`src/rtl/mioc_resp_capture.sv`:
```
// MIOC response collector: settles after each applied pattern, samples q/qbar,
// and queues {pattern,q,qbar} records in a first-word-fall-through FIFO.
module mioc_resp_capture #(
  parameter int SETTLE = 4,
  parameter int DEPTH  = 8,
  parameter int CW     = 8
) (
  input  logic          clk,
  input  logic          rst,
  input  logic          pat_strobe,
  input  logic [3:0]    pat_in,
  input  logic          q,
  input  logic          qbar,
  output logic          rec_valid,
  output logic [5:0]    rec_data,
  input  logic          rec_ready,
  output logic          busy,
  output logic          overflow,
  output logic [CW-1:0] illegal_cnt
);

  localparam int AW   = $clog2(DEPTH);
  localparam int CNTW = $clog2(SETTLE + 1);
  localparam logic [CNTW-1:0] RELOAD = CNTW'(SETTLE - 1);
  localparam logic [AW:0]     FULL   = (AW + 1)'(DEPTH);

  typedef enum logic [1:0] {
    S_IDLE,
    S_SETTLE,
    S_SAMPLE
  } state_t;

  state_t          state, state_n;
  logic [CNTW-1:0] cnt, cnt_n;
  logic [3:0]      pat, pat_n;
  logic            smp;

  logic            wr_pend;
  logic [5:0]      wr_rec;

  logic [5:0]      mem [DEPTH];
  logic [AW-1:0]   wr_ptr, rd_ptr;
  logic [AW:0]     count;
  logic            full, pop, do_push;

  always_ff @(posedge clk) begin
    if (rst) begin
      state <= S_IDLE;
      cnt   <= '0;
      pat   <= '0;
    end else begin
      state <= state_n;
      cnt   <= cnt_n;
      pat   <= pat_n;
    end
  end

  // A strobe in any state (re)starts the settle window with the new pattern.
  always_comb begin
    state_n = state;
    cnt_n   = cnt;
    pat_n   = pat;
    smp     = 1'b0;
    unique case (state)
      S_IDLE: begin
        if (pat_strobe) begin
          state_n = S_SETTLE;
          pat_n   = pat_in;
          cnt_n   = RELOAD;
        end
      end
      S_SETTLE: begin
        if (pat_strobe) begin
          pat_n = pat_in;
          cnt_n = RELOAD;
        end else if (cnt == '0) begin
          state_n = S_SAMPLE;
        end else begin
          cnt_n = cnt - 1'b1;
        end
      end
      S_SAMPLE: begin
        smp = 1'b1;
        if (pat_strobe) begin
          state_n = S_SETTLE;
          pat_n   = pat_in;
          cnt_n   = RELOAD;
        end else begin
          state_n = S_IDLE;
        end
      end
      default: begin
        state_n = S_IDLE;
      end
    endcase
  end

  assign busy = (state == S_SETTLE);

  // Sample is staged one cycle before entering the FIFO.
  always_ff @(posedge clk) begin
    if (rst) begin
      wr_pend     <= 1'b0;
      wr_rec      <= '0;
      illegal_cnt <= '0;
    end else begin
      wr_pend <= smp;
      if (smp) begin
        wr_rec <= {pat, q, qbar};
      end
      if (smp && (q == qbar) && (illegal_cnt != {CW{1'b1}})) begin
        illegal_cnt <= illegal_cnt + 1'b1;
      end
    end
  end

  assign full      = (count == FULL);
  assign rec_valid = (count != '0);
  assign pop       = rec_valid & rec_ready;
  assign do_push   = wr_pend & (~full | pop);
  assign rec_data  = rec_valid ? mem[rd_ptr] : 6'd0;

  always_ff @(posedge clk) begin
    if (do_push) begin
      mem[wr_ptr] <= wr_rec;
    end
  end

  always_ff @(posedge clk) begin
    if (rst) begin
      wr_ptr   <= '0;
      rd_ptr   <= '0;
      count    <= '0;
      overflow <= 1'b0;
    end else begin
      if (do_push) begin
        wr_ptr <= wr_ptr + 1'b1;
      end
      if (pop) begin
        rd_ptr <= rd_ptr + 1'b1;
      end
      if (do_push && !pop) begin
        count <= count + 1'b1;
      end else if (pop && !do_push) begin
        count <= count - 1'b1;
      end
      if (wr_pend && full && !pop) begin
        overflow <= 1'b1;
      end
    end
  end

endmodule
```
`config.mk`:
```
export PLATFORM = sky130hd
export DESIGN_NAME = mioc_resp_capture
export DESIGN_NICKNAME = d
export VERILOG_FILES = /design/src/rtl/mioc_resp_capture.sv
export SDC_FILE = /design/constraint.sdc
export NUM_CORES = 1
export LEC_CHECK = 0
export CAP_MARGIN = 20
export CORE_UTILIZATION = 50
export CTS_CLUSTER_SIZE = 8
export DETAILED_ROUTE_END_ITERATION = 8
export PLACE_DENSITY = 0.7
export SLEW_MARGIN = 5
export SYNTH_ARGS = -nofsm -noshare
export SYNTH_HDL_FRONTEND = slang
export SYNTH_SLANG_ARGS = --single-unit
```
`constraint.sdc`:
```
create_clock -name clk -period 2.7 [get_ports clk]
set_input_delay 0.27 -clock clk [delete_from_list [all_inputs] [get_ports clk]]
set_output_delay 0.27 -clock clk [all_outputs]
set_load 0.03 [all_outputs]
```
==> results.json, run 1 <==
{
  "status": "complete, no violations",
  "wire_per_inst_um": 13.8,
  "yosysMostFrequentCell": "edfxtp_1",
  "dieArea_sq_um": 7540,
  "clockBufferDepth": 2,
  "antenna_left": 0,
  "setup_violations": 0,
  "clock_sinks": 86,
  "worstPathArrival_ns": 2.80,
  "viasPerCell": 5.18,
  "core-area_sq_um": 6870,
  "p_leak_nw": 1.45,
  "cap_violations": 0,
  "syn_to_final_growth_pct": 17.6,
  "ys_seq_elements": 86,
  "hp-class": "flop to flop",
  "antenna_found_initial": 0,
  "drc": 0,
  "ios": 27,
  "synthArstFlopShare_pct": 0,
  "synth_area_leaders": "edfxtp_1 (40%), dfxtp_1 (21%), mux4_2 (7.5%)",
  "h-tree-depth": 3,
  "drive_gt1_share_pct": 15.9,
  "die_y_um": 86.8,
  "worst-setup-path-type": "flop to flop",
  "synth_simple_gate_area_share_pct": 12.9,
  "first_global_vias": 2045,
  "grt_pass1_wl_um": 9710,
  "r2r_setup_slack_ns": 0.13,
  "syn_inst": 272,
  "worstSetupPathDepth": 10,
  "tritoncts": "yes",
  "critPathMostFrequentCell": "ha_1",
  "r2r-end": "count[3]",
  "synth_compound_area_share_pct": 5.98,
  "ys.flop_type": "edfxtp_1",
  "path_clk_slew_ns": 0.08,
  "synth_area_sq_um": 3600,
  "grt.overflow.total": 0,
  "cts-root-buf": "clkbuf_8",
  "end_kind": "flop",
  "timing.fmax_mhz": 389,
  "track_usage_pct": 17.2,
  "period_needed_ns": 2.57,
  "critical_path.endpoint": "count[3]",
  "hold_buffers": 0,
  "cpMaxStageDelayCell": "or3_4",
  "powerDensity_nw_per_um2": 817,
  "dp_hpwl_um": 4040,
  "synth_common_cells": "edfxtp_1 (48), dfxtp_1 (38), nor2_1 (35)",
  "finalHoldViolations": 0,
  "path_buf_inv": 2,
  "rows": 30,
  "grt_max_degree": 20,
  "totalWireLength_um": 5670,
  "rsz0062_at_grt": "no",
  "chipWidth_um": 86.8,
  "final.setup_skew_ns": 0.00922,
  "crit-reg2reg-launch": "count[0]",
  "yosysUniqueCellTypes": 46,
  "synthMuxAreaShare_pct": 11.4,
  "yosysWarnings": 0,
  "ys_seq_area_share_pct": 61.2,
  "cts_buffers": 9,
  "vdd_drop_max_mv": 0.337,
  "n_antenna_cell": 0,
  "post_synth_xor_area_fraction_pct": 2.85,
  "yosys.area.top_type": "edfxtp_1",
  "synth_nets": 291,
  "period_share_pct": 95.3,
  "synth_fa_ha_area_share_pct": 3.34,
  "crit_path_max_fanout": 4,
  "startpoint": "count[0]",
  "synth_top_family_by_area": "simple AND/OR/NAND/NOR gates",
  "synth.top_cell.area_share_pct": 40.1,
  "whs_ns": 0.460,
  "relSlewSlack_pct": 61.4,
  "initial_core_util_pct": 52.4,
  "reg2reg_depth": 10,
  "vias": 2129,
  "crit_chain": "or3_4 -> o21ai_4 -> inv_2 -> ha_1 -> inv_1 -> ha_1 -> a21oi_2 -> a211oi_1 -> a31oi_1 -> mux2_1",
  "cp-start-kind": "flop",
  "gp_congestion": 0.763,
  "io_buffers": 26,
  "critPathRequiredTime_ns": 2.93,
  "slowest_delay_ns": 0.45,
  "clk_latency_ns": 0.34,
  "synth-edff-count": 48,
  "syn_area_per_cell_sq_um": 13.2,
  "tightest_slew_ns": 0.578,
  "dr.pass1.iters": 4,
  "cp_top_family": "compound AO/OA/AOI/OAI gates",
  "tns_ns": 0,
  "maxSlewViolCount": 0,
  "drt_iter0_markers": 126,
  "layout.nets": 329
}
## tightest hold or removal path, stage by stage (launching register included)
cell	delay, ns
dfxtp_1	0.32
nand2_1	0.05
a21oi_1	0.05
## power breakdown
group	internal [W]	total (W)	switching, W	leakage [nW]
Combinational	0.000468	0.000997	0.000529	0.590
Sequential	0.00143	0.00149	0.0000658	0.754
Clock	0.000524	0.000967	0.000443	0.107
## per-stage QoR
stage | worst slack [ns] | cell area (sq um) | total power [W] | std cells | util (%)
2_1_floorplan | 0.162 | 3600 | 0.00222 | 272 | -
3_3_place_gp | 0.106 | 4000 | 0.00251 | 395 | 58.3
3_5_place_dp | 0.0144 | 4000 | 0.00253 | 395 | 58.3
4_1_cts | 0.0939 | 4230 | 0.00349 | 411 | 61.5
5_1_grt | 0.0318 | 4230 | 0.00363 | 411 | 61.6
6_report | 0.127 | 4230 | 0.00346 | 411 | 61.6
## layout by cell type (no fill, tap or decap), drive strengths merged, types with 11 or more instances in the layout
master / netlist / layout
nor2: 36 / 36
mux2i: 13 / 13
dfxtp: 38 / 38
a21oi: 15 / 15
edfxtp: 48 / 48
buf: 5 / 11
nand2: 20 / 20
mux4: 12 / 12
clkdlybuf4s50: 0 / 26
## layout make-up
| cell class | count | area [sq um] |
|---|---|---|
| fill | 539 | 2640 |
| sequential | 86 | 2200 |
| multi-input combinational | 169 | 1320 |
| timing repair buffer | 37 | 343 |
| clock buffer | 9 | 124 |
| tap | 96 | 120 |
| clock inverter | 7 | 97.6 |
| inverter | 7 | 26.3 |
## routing by layer
metal	vias to the layer above	part of all wire (%)	GRT usage [%]
met4	0	2.6	10.0
met5	-	0	0
li1	1072	-	-
met2	44	47	27.1
met1	997	47	22.7
met3	16	3.5	2.95
## registers in the layout (all words and copies together) (netlist names), named ones only
| signal | count |
|---|---|
| count | 4 |
| cnt | 3 |
| state | 2 |
| rd_ptr | 3 |
| wr_rec | 6 |
| wr_pend | 1 |
| pat | 4 |
| illegal_cnt | 8 |
| wr_ptr | 3 |
| overflow | 1 |
| mem | 48 |
## worst min-delay path by stage
stage,start,endpoint,cells after the start
floorplan,qbar,wr_rec[0],2
global placement,pat[3],wr_rec[5],2
detailed placement,pat[3],wr_rec[5],2
CTS,pat[3],wr_rec[5],2
global route,pat[1],wr_rec[3],2
finish,pat[3],wr_rec[5],2
## repair_timing
action                                  CTS  global route
endpoints found under the hold margin     0             0
buffers inserted                          0             0
resized for setup                         0             1
endpoints found under the setup margin    0             1
## logic make-up (layout without fill, tap and decap cells)
logic type	Yosys count	after routing
buf+inv	17	60
simple gates	93	93
xor+xnor	10	10
fa+ha+maj	9	9
flops	86	86
compound gates	31	31
mux	26	26
(Power assumes the default switching activity.)
==> inputs of run 2 (changes only) <==
ABC_CLOCK_PERIOD_IN_PS = 2700   (was default)
==> results of run 2 <==
Same layout as run 1: the final DEF is identical, and so are final timing and power.
==> inputs of run 3 (changes only) <==
CORE_MARGIN = 1   (was default)
==> results of run 3 <==
Same layout as run 1: the final DEF is identical, and so are final timing and power.
